--- src/rtl/ps2_input_mapper.sv ---
// PS/2 + joystick input front-end: programmable keymap, 0/90/180/270 rotation, coin pulse.
// Defining AUTOFIRE_EN adds the af_mask port and a post-rotation autofire stage.
module ps2_input_mapper #(
  parameter int unsigned NUM_BTN    = 8,
  parameter int unsigned COIN_PULSE = 600000,
  parameter int unsigned AF_DIV     = 200000
) (
  input  logic                       clk_sys,
  input  logic                       reset_n,
  input  logic [10:0]                ps2_key,
  input  logic [NUM_BTN-1:0]         joy_in,
  input  logic [1:0]                 rotate,
  input  logic                       map_we,
  input  logic [$clog2(NUM_BTN)-1:0] map_addr,
  input  logic [8:0]                 map_code,
`ifdef AUTOFIRE_EN
  input  logic [NUM_BTN-1:0]         af_mask,
`endif
  output logic [NUM_BTN-1:0]         btn_out,
  output logic                       coin_out
);

  localparam int unsigned CW = $clog2(COIN_PULSE + 1);
  localparam logic [CW-1:0] COIN_LOAD = CW'(COIN_PULSE - 1);

  if (NUM_BTN < 8) begin : g_bad_num_btn
    $error("ps2_input_mapper: NUM_BTN must be at least 8");
  end
  if (COIN_PULSE < 1 || AF_DIV < 1) begin : g_bad_timing
    $error("ps2_input_mapper: COIN_PULSE and AF_DIV must be at least 1");
  end

  typedef enum logic [1:0] {
    COIN_IDLE,
    COIN_PULSE_ST,
    COIN_HOLD
  } coin_state_e;

  function automatic logic [8:0] default_code(input int unsigned slot);
    case (slot)
      0:       return 9'h175;
      1:       return 9'h172;
      2:       return 9'h16B;
      3:       return 9'h174;
      4:       return 9'h014;
      5:       return 9'h029;
      6:       return 9'h005;
      7:       return 9'h006;
      default: return 9'h000;
    endcase
  endfunction

  logic [8:0]         keymap_q [NUM_BTN];
  logic [8:0]         keymap_d [NUM_BTN];
  logic [NUM_BTN-1:0] key_state_q, key_state_d;
  logic               prev_tog_q, armed_q;
  logic               key_event;
  logic               map_ok;
  logic [NUM_BTN-1:0] raw;
  logic [NUM_BTN-1:0] rot_raw;
  logic [NUM_BTN-1:0] btn_q, btn_d;

  coin_state_e        coin_state_q, coin_state_d;
  logic [CW-1:0]      coin_cnt_q, coin_cnt_d;
  logic               coin_q, coin_d;
  logic               start_prev_q, start_now, start_rise;

  assign key_event = armed_q && (ps2_key[10] != prev_tog_q);
  assign map_ok    = map_we && (32'(map_addr) < NUM_BTN);

  // Event matching uses the pre-write codes; the write then overrides that slot's state.
  always_comb begin
    keymap_d    = keymap_q;
    key_state_d = key_state_q;
    if (key_event) begin
      for (int unsigned i = 0; i < NUM_BTN; i++) begin
        if (keymap_q[i] != 9'h000 && keymap_q[i] == ps2_key[8:0]) begin
          key_state_d[i] = ps2_key[9];
        end
      end
    end
    if (map_ok) begin
      keymap_d[map_addr]    = map_code;
      key_state_d[map_addr] = 1'b0;
    end
  end

  always_ff @(posedge clk_sys or negedge reset_n) begin
    if (!reset_n) begin
      for (int unsigned i = 0; i < NUM_BTN; i++) begin
        keymap_q[i] <= default_code(i);
      end
      key_state_q <= '0;
      prev_tog_q  <= 1'b0;
      armed_q     <= 1'b0;
      btn_q       <= '0;
    end else begin
      keymap_q    <= keymap_d;
      key_state_q <= key_state_d;
      prev_tog_q  <= ps2_key[10];
      armed_q     <= 1'b1;
      btn_q       <= btn_d;
    end
  end

  assign raw = key_state_q | joy_in;

  always_comb begin
    rot_raw = raw;
    case (rotate)
      2'd1:    rot_raw[3:0] = {raw[0], raw[1], raw[3], raw[2]};
      2'd2:    rot_raw[3:0] = {raw[2], raw[3], raw[0], raw[1]};
      2'd3:    rot_raw[3:0] = {raw[1], raw[0], raw[2], raw[3]};
      default: rot_raw[3:0] = raw[3:0];
    endcase
  end

`ifdef AUTOFIRE_EN
  localparam int unsigned FW = $clog2(AF_DIV + 1);

  logic [FW-1:0]      af_cnt_q, af_cnt_d;
  logic               af_phase_q, af_phase_d;
  logic [NUM_BTN-1:0] rot_prev_q;
  logic               af_rise;

  // Output follows the updated phase so a fresh masked press is high on its first cycle.
  always_comb begin
    af_rise    = |(af_mask & rot_raw & ~rot_prev_q);
    af_cnt_d   = af_cnt_q + FW'(1);
    af_phase_d = af_phase_q;
    if (af_rise) begin
      af_cnt_d   = '0;
      af_phase_d = 1'b1;
    end else if (af_cnt_q == FW'(AF_DIV - 1)) begin
      af_cnt_d   = '0;
      af_phase_d = ~af_phase_q;
    end
    btn_d = (rot_raw & ~af_mask) | (rot_raw & af_mask & {NUM_BTN{af_phase_d}});
  end

  always_ff @(posedge clk_sys or negedge reset_n) begin
    if (!reset_n) begin
      af_cnt_q   <= '0;
      af_phase_q <= 1'b0;
      rot_prev_q <= '0;
    end else begin
      af_cnt_q   <= af_cnt_d;
      af_phase_q <= af_phase_d;
      rot_prev_q <= rot_raw;
    end
  end
`else
  always_comb begin
    btn_d = rot_raw;
  end
`endif

  assign start_now  = raw[6] | raw[7];
  assign start_rise = start_now & ~start_prev_q;

  always_ff @(posedge clk_sys or negedge reset_n) begin
    if (!reset_n) begin
      coin_state_q <= COIN_IDLE;
      coin_cnt_q   <= '0;
      coin_q       <= 1'b0;
      start_prev_q <= 1'b0;
    end else begin
      coin_state_q <= coin_state_d;
      coin_cnt_q   <= coin_cnt_d;
      coin_q       <= coin_d;
      start_prev_q <= start_now;
    end
  end

  always_comb begin
    coin_state_d = coin_state_q;
    coin_cnt_d   = coin_cnt_q;
    case (coin_state_q)
      COIN_IDLE: begin
        if (start_rise) begin
          coin_state_d = COIN_PULSE_ST;
          coin_cnt_d   = COIN_LOAD;
        end
      end
      COIN_PULSE_ST: begin
        if (coin_cnt_q == '0) begin
          coin_state_d = COIN_HOLD;
        end else begin
          coin_cnt_d = coin_cnt_q - CW'(1);
        end
      end
      COIN_HOLD: begin
        if (!start_now) begin
          coin_state_d = COIN_IDLE;
        end
      end
      default: coin_state_d = COIN_IDLE;
    endcase
  end

  always_comb begin
    coin_d = 1'b0;
    case (coin_state_q)
      COIN_IDLE:     coin_d = start_rise;
      COIN_PULSE_ST: coin_d = (coin_cnt_q != '0);
      default:       coin_d = 1'b0;
    endcase
  end

  assign btn_out  = btn_q;
  assign coin_out = coin_q;

endmodule

--- config.mk ---
export PLATFORM = sky130hd
export DESIGN_NAME = ps2_input_mapper
export DESIGN_NICKNAME = d
export VERILOG_FILES = /design/src/rtl/ps2_input_mapper.sv
export SDC_FILE = /design/constraint.sdc
export NUM_CORES = 1
export LEC_CHECK = 0
export CORE_UTILIZATION = 40
export CTS_BUF_LIST = sky130_fd_sc_hd__clkbuf_8
export DETAILED_ROUTE_END_ITERATION = 10
export PLACE_DENSITY = 0.61
export SYNTH_ARGS = -nofsm -noshare
export SYNTH_HDL_FRONTEND = slang
export SYNTH_SLANG_ARGS = --single-unit
export TNS_END_PERCENT = 20
--- constraint.sdc ---
create_clock -name clk_sys -period 2.43 [get_ports clk_sys]
set_input_delay 0.243 -clock clk_sys [delete_from_list [all_inputs] [get_ports clk_sys]]
set_output_delay 0.243 -clock clk_sys [all_outputs]
set_load 0.02 [all_outputs]
==> metrics <==
H-tree levels 4; Initial DRC Count 227; status finished clean; syn nets 535; Port Buffer Count 44; most frequent cells in the layout 83 x dfrtp_1, 64 x mux2_2, 43 x clkdlybuf4s50_1, 38 x xor2_1, 31 x dfstp_2; total track usage 0.196; first-pass GRT wire length 21700 um; critical path fanouts, max 15; post-CTS setup buffers 0; Setup CP Type reg2reg; RD Place Congestion 0.823; Num Clock Sinks 114; Worst setup SP type flop; crit path cell chain inv_1 -> ha_1 -> nor2b_1 -> and4_1 -> a21oi_2 -> nand4_1 -> mux2i_1; worst clock skew on the final layout 0.00579 ns; Final Hold Fails 0; cells after synthesis 497; DP HPWL 8970 um; Initial DRT Pass Iterations 4; crit path DAT 2.34 ns; Slew Limit Fails 0; Post-CTS Resized 0; antenna-violating nets left 0; Clk Latency, worst-skew pair 0.43 ns; PwrDens 800 mW/mm^2; via count 4043; cell area after synthesis 0.00585 mm^2; fmax 0.492 GHz; layout cells sized above 1 0.298; drt wl/cell 18.0 um; Ports 45; vias per inst 5.39; total CTS buffers 17; Clock Tree Root clkbuf_8; Period Utilization, post-route 0.837; Hold-fix buffers, CTS 1; Ant. Diodes 0; CP required 2.73 ns; Final Worst Setup Slack 0.396 ns; WL met1 6020 um; clock buffer depth 2; Pleak 2.71 nW; commonest non-fill, non-tap cell in the layout dfrtp_1; met3 WL 632 um; final layout net count 595; Worst slew margin 0.179; clk slew on worst S/H paths 0.07 ns; row count 43; synth-to-layout area growth 19.3%; Fin Hold WS 0.303 ns; Yosys reg bits 114; synth unique cells 54; RSZ-0062 raised after global routing false; vias in the first global route 4134; min Tclk post-route 2.03 ns; Core Region 0.0141 mm^2; Syn Area/Cell 11.8 um^2; max cap viols 0; Buf+Inv Stages, Crit Path 1; Post-synth EDFFs 0; Largest delay share family, worst path simple AND/OR/NAND/NOR gates; final wirelength 13500 um; Async S/R FF share, synth 1.00; Initial Utilization 0.415; Seq/Total Area, Yosys 0.495; slowest stage cell, crit path a21oi_2; max layer used met4; met2 wire length 6640 um; Worst setup EP type flop; grt ovf 0; top_reg_cell synth dfrtp_1; largest net degree at the start of global routing 115; hold crit path type in2reg; TritonCTS clock tree built; Remaining DRCs 0; Die X 123 um; initial antenna violation count 0; Worst Max-Slew Pin Slew 1.22 ns; VDD IR max 529 uV; yosys warns 0; count of final setup violators 0; Post-Route Setup TNS 0 ns; die area 0.0151 mm^2; chip height 123 um; CP max stage delay 0.53 ns; dpl ws 0.258 ns
==> cells by family (layout without fill, tap and decap cells) <==
kind of cell               Yosys count  count (layout)  synth area share
xor gates and xnor gates            66              66            0.0989
muxes                               87              87             0.165
other                                1               1          0.000641
adders and majority gates            2               2           0.00428
and+or+nand+nor                    148             148             0.158
buffers and inverters               29             102            0.0242
DFF                                114             114             0.495
AOI/OAI and AO/OA                   50              50            0.0548
==> worst paths after layout <==
check / end / cells past startpoint / startpoint / slack [ns]
max in group asynchronous: keymap_q[57] / 3 / reset_n / 1.46
min in group asynchronous: btn_out[1] / 3 / reset_n / 0.37
max reg2reg: coin_cnt_q[11] / 7 / coin_cnt_q[0] / 0.40
max: coin_cnt_q[11] / 7 / coin_cnt_q[0] / 0.40
min: prev_tog_q / 1 / ps2_key[10] / 0.30
min reg2reg: btn_out[5] / 1 / key_state_q[5] / 0.47
==> registers in the layout, indices dropped and copies added, names as in the netlist <==
register,count
prev_tog_q,1
key_state_q,8
coin_out,1
coin_cnt_q,20
keymap_q,72
armed_q,1
start_prev_q,1
btn_out,8
coin_state_q,2
==> through the flow <==
| step | instance area, um^2 | cells | utilization | total power (W) |
|---|---|---|---|---|
| floorplan | 5850 | 497 | - | 0.00338 |
| global placement | 6550 | 717 | 0.464 | 0.00371 |
| detailed placement | 6550 | 717 | 0.464 | 0.00376 |
| CTS | 6980 | 750 | 0.495 | 0.00564 |
| global route | 6980 | 750 | 0.495 | 0.00590 |
| finish | 6980 | 750 | 0.495 | 0.00558 |
==> final cells by class <==
class / count / area [um^2]
Clock buffer: 19 / 262
Clock inverter: 13 / 159
Fill cell: 1273 / 7120
Inverter: 6 / 22.5
Multi-Input combinational cell: 354 / 2810
Sequential cell: 114 / 2890
Tap cell: 180 / 225
Timing Repair Buffer: 64 / 603
==> per-layer routing <==
layer / vias to the layer above / GRT usage
met4: 0 / 0.0716
met1: 1998 / 0.252
met5: - / 0
li1: 1920 / -
met2: 106 / 0.321
met3: 19 / 0.0443
==> synthesized netlist by cell type (all sizes together) (13+ instances only) <==
| master | count | area share |
|---|---|---|
| a21oi | 25 | 0.022 |
| buf | 13 | 0.014 |
| dfrtp | 83 | 0.36 |
| dfstp | 31 | 0.14 |
| mux2 | 76 | 0.15 |
| nand2 | 19 | 0.012 |
| nand4 | 14 | 0.015 |
| nor2 | 27 | 0.018 |
| nor3 | 14 | 0.014 |
| nor4 | 28 | 0.034 |
| xnor2 | 28 | 0.042 |
| xor2 | 38 | 0.057 |
==> worst reg2reg max path, delay by kind of cell (launching register included) <==
| family | cells | cell delay (ns) |
|---|---|---|
| simple gates | 3 | 0.55 |
| compound gates | 1 | 0.53 |
| flops | 1 | 0.40 |
| fa+ha+maj | 1 | 0.19 |
| mux | 1 | 0.16 |
| buf+inv | 1 | 0.08 |
==> where the power goes <==
group	switching (W)	leakage (nW)	internal [W]
sequential	0.000332	1.31	0.00233
clock	0.000793	0.214	0.00107
combinational	0.000491	1.19	0.000567
No activity file was read; power rests on OpenSTA's default activity.
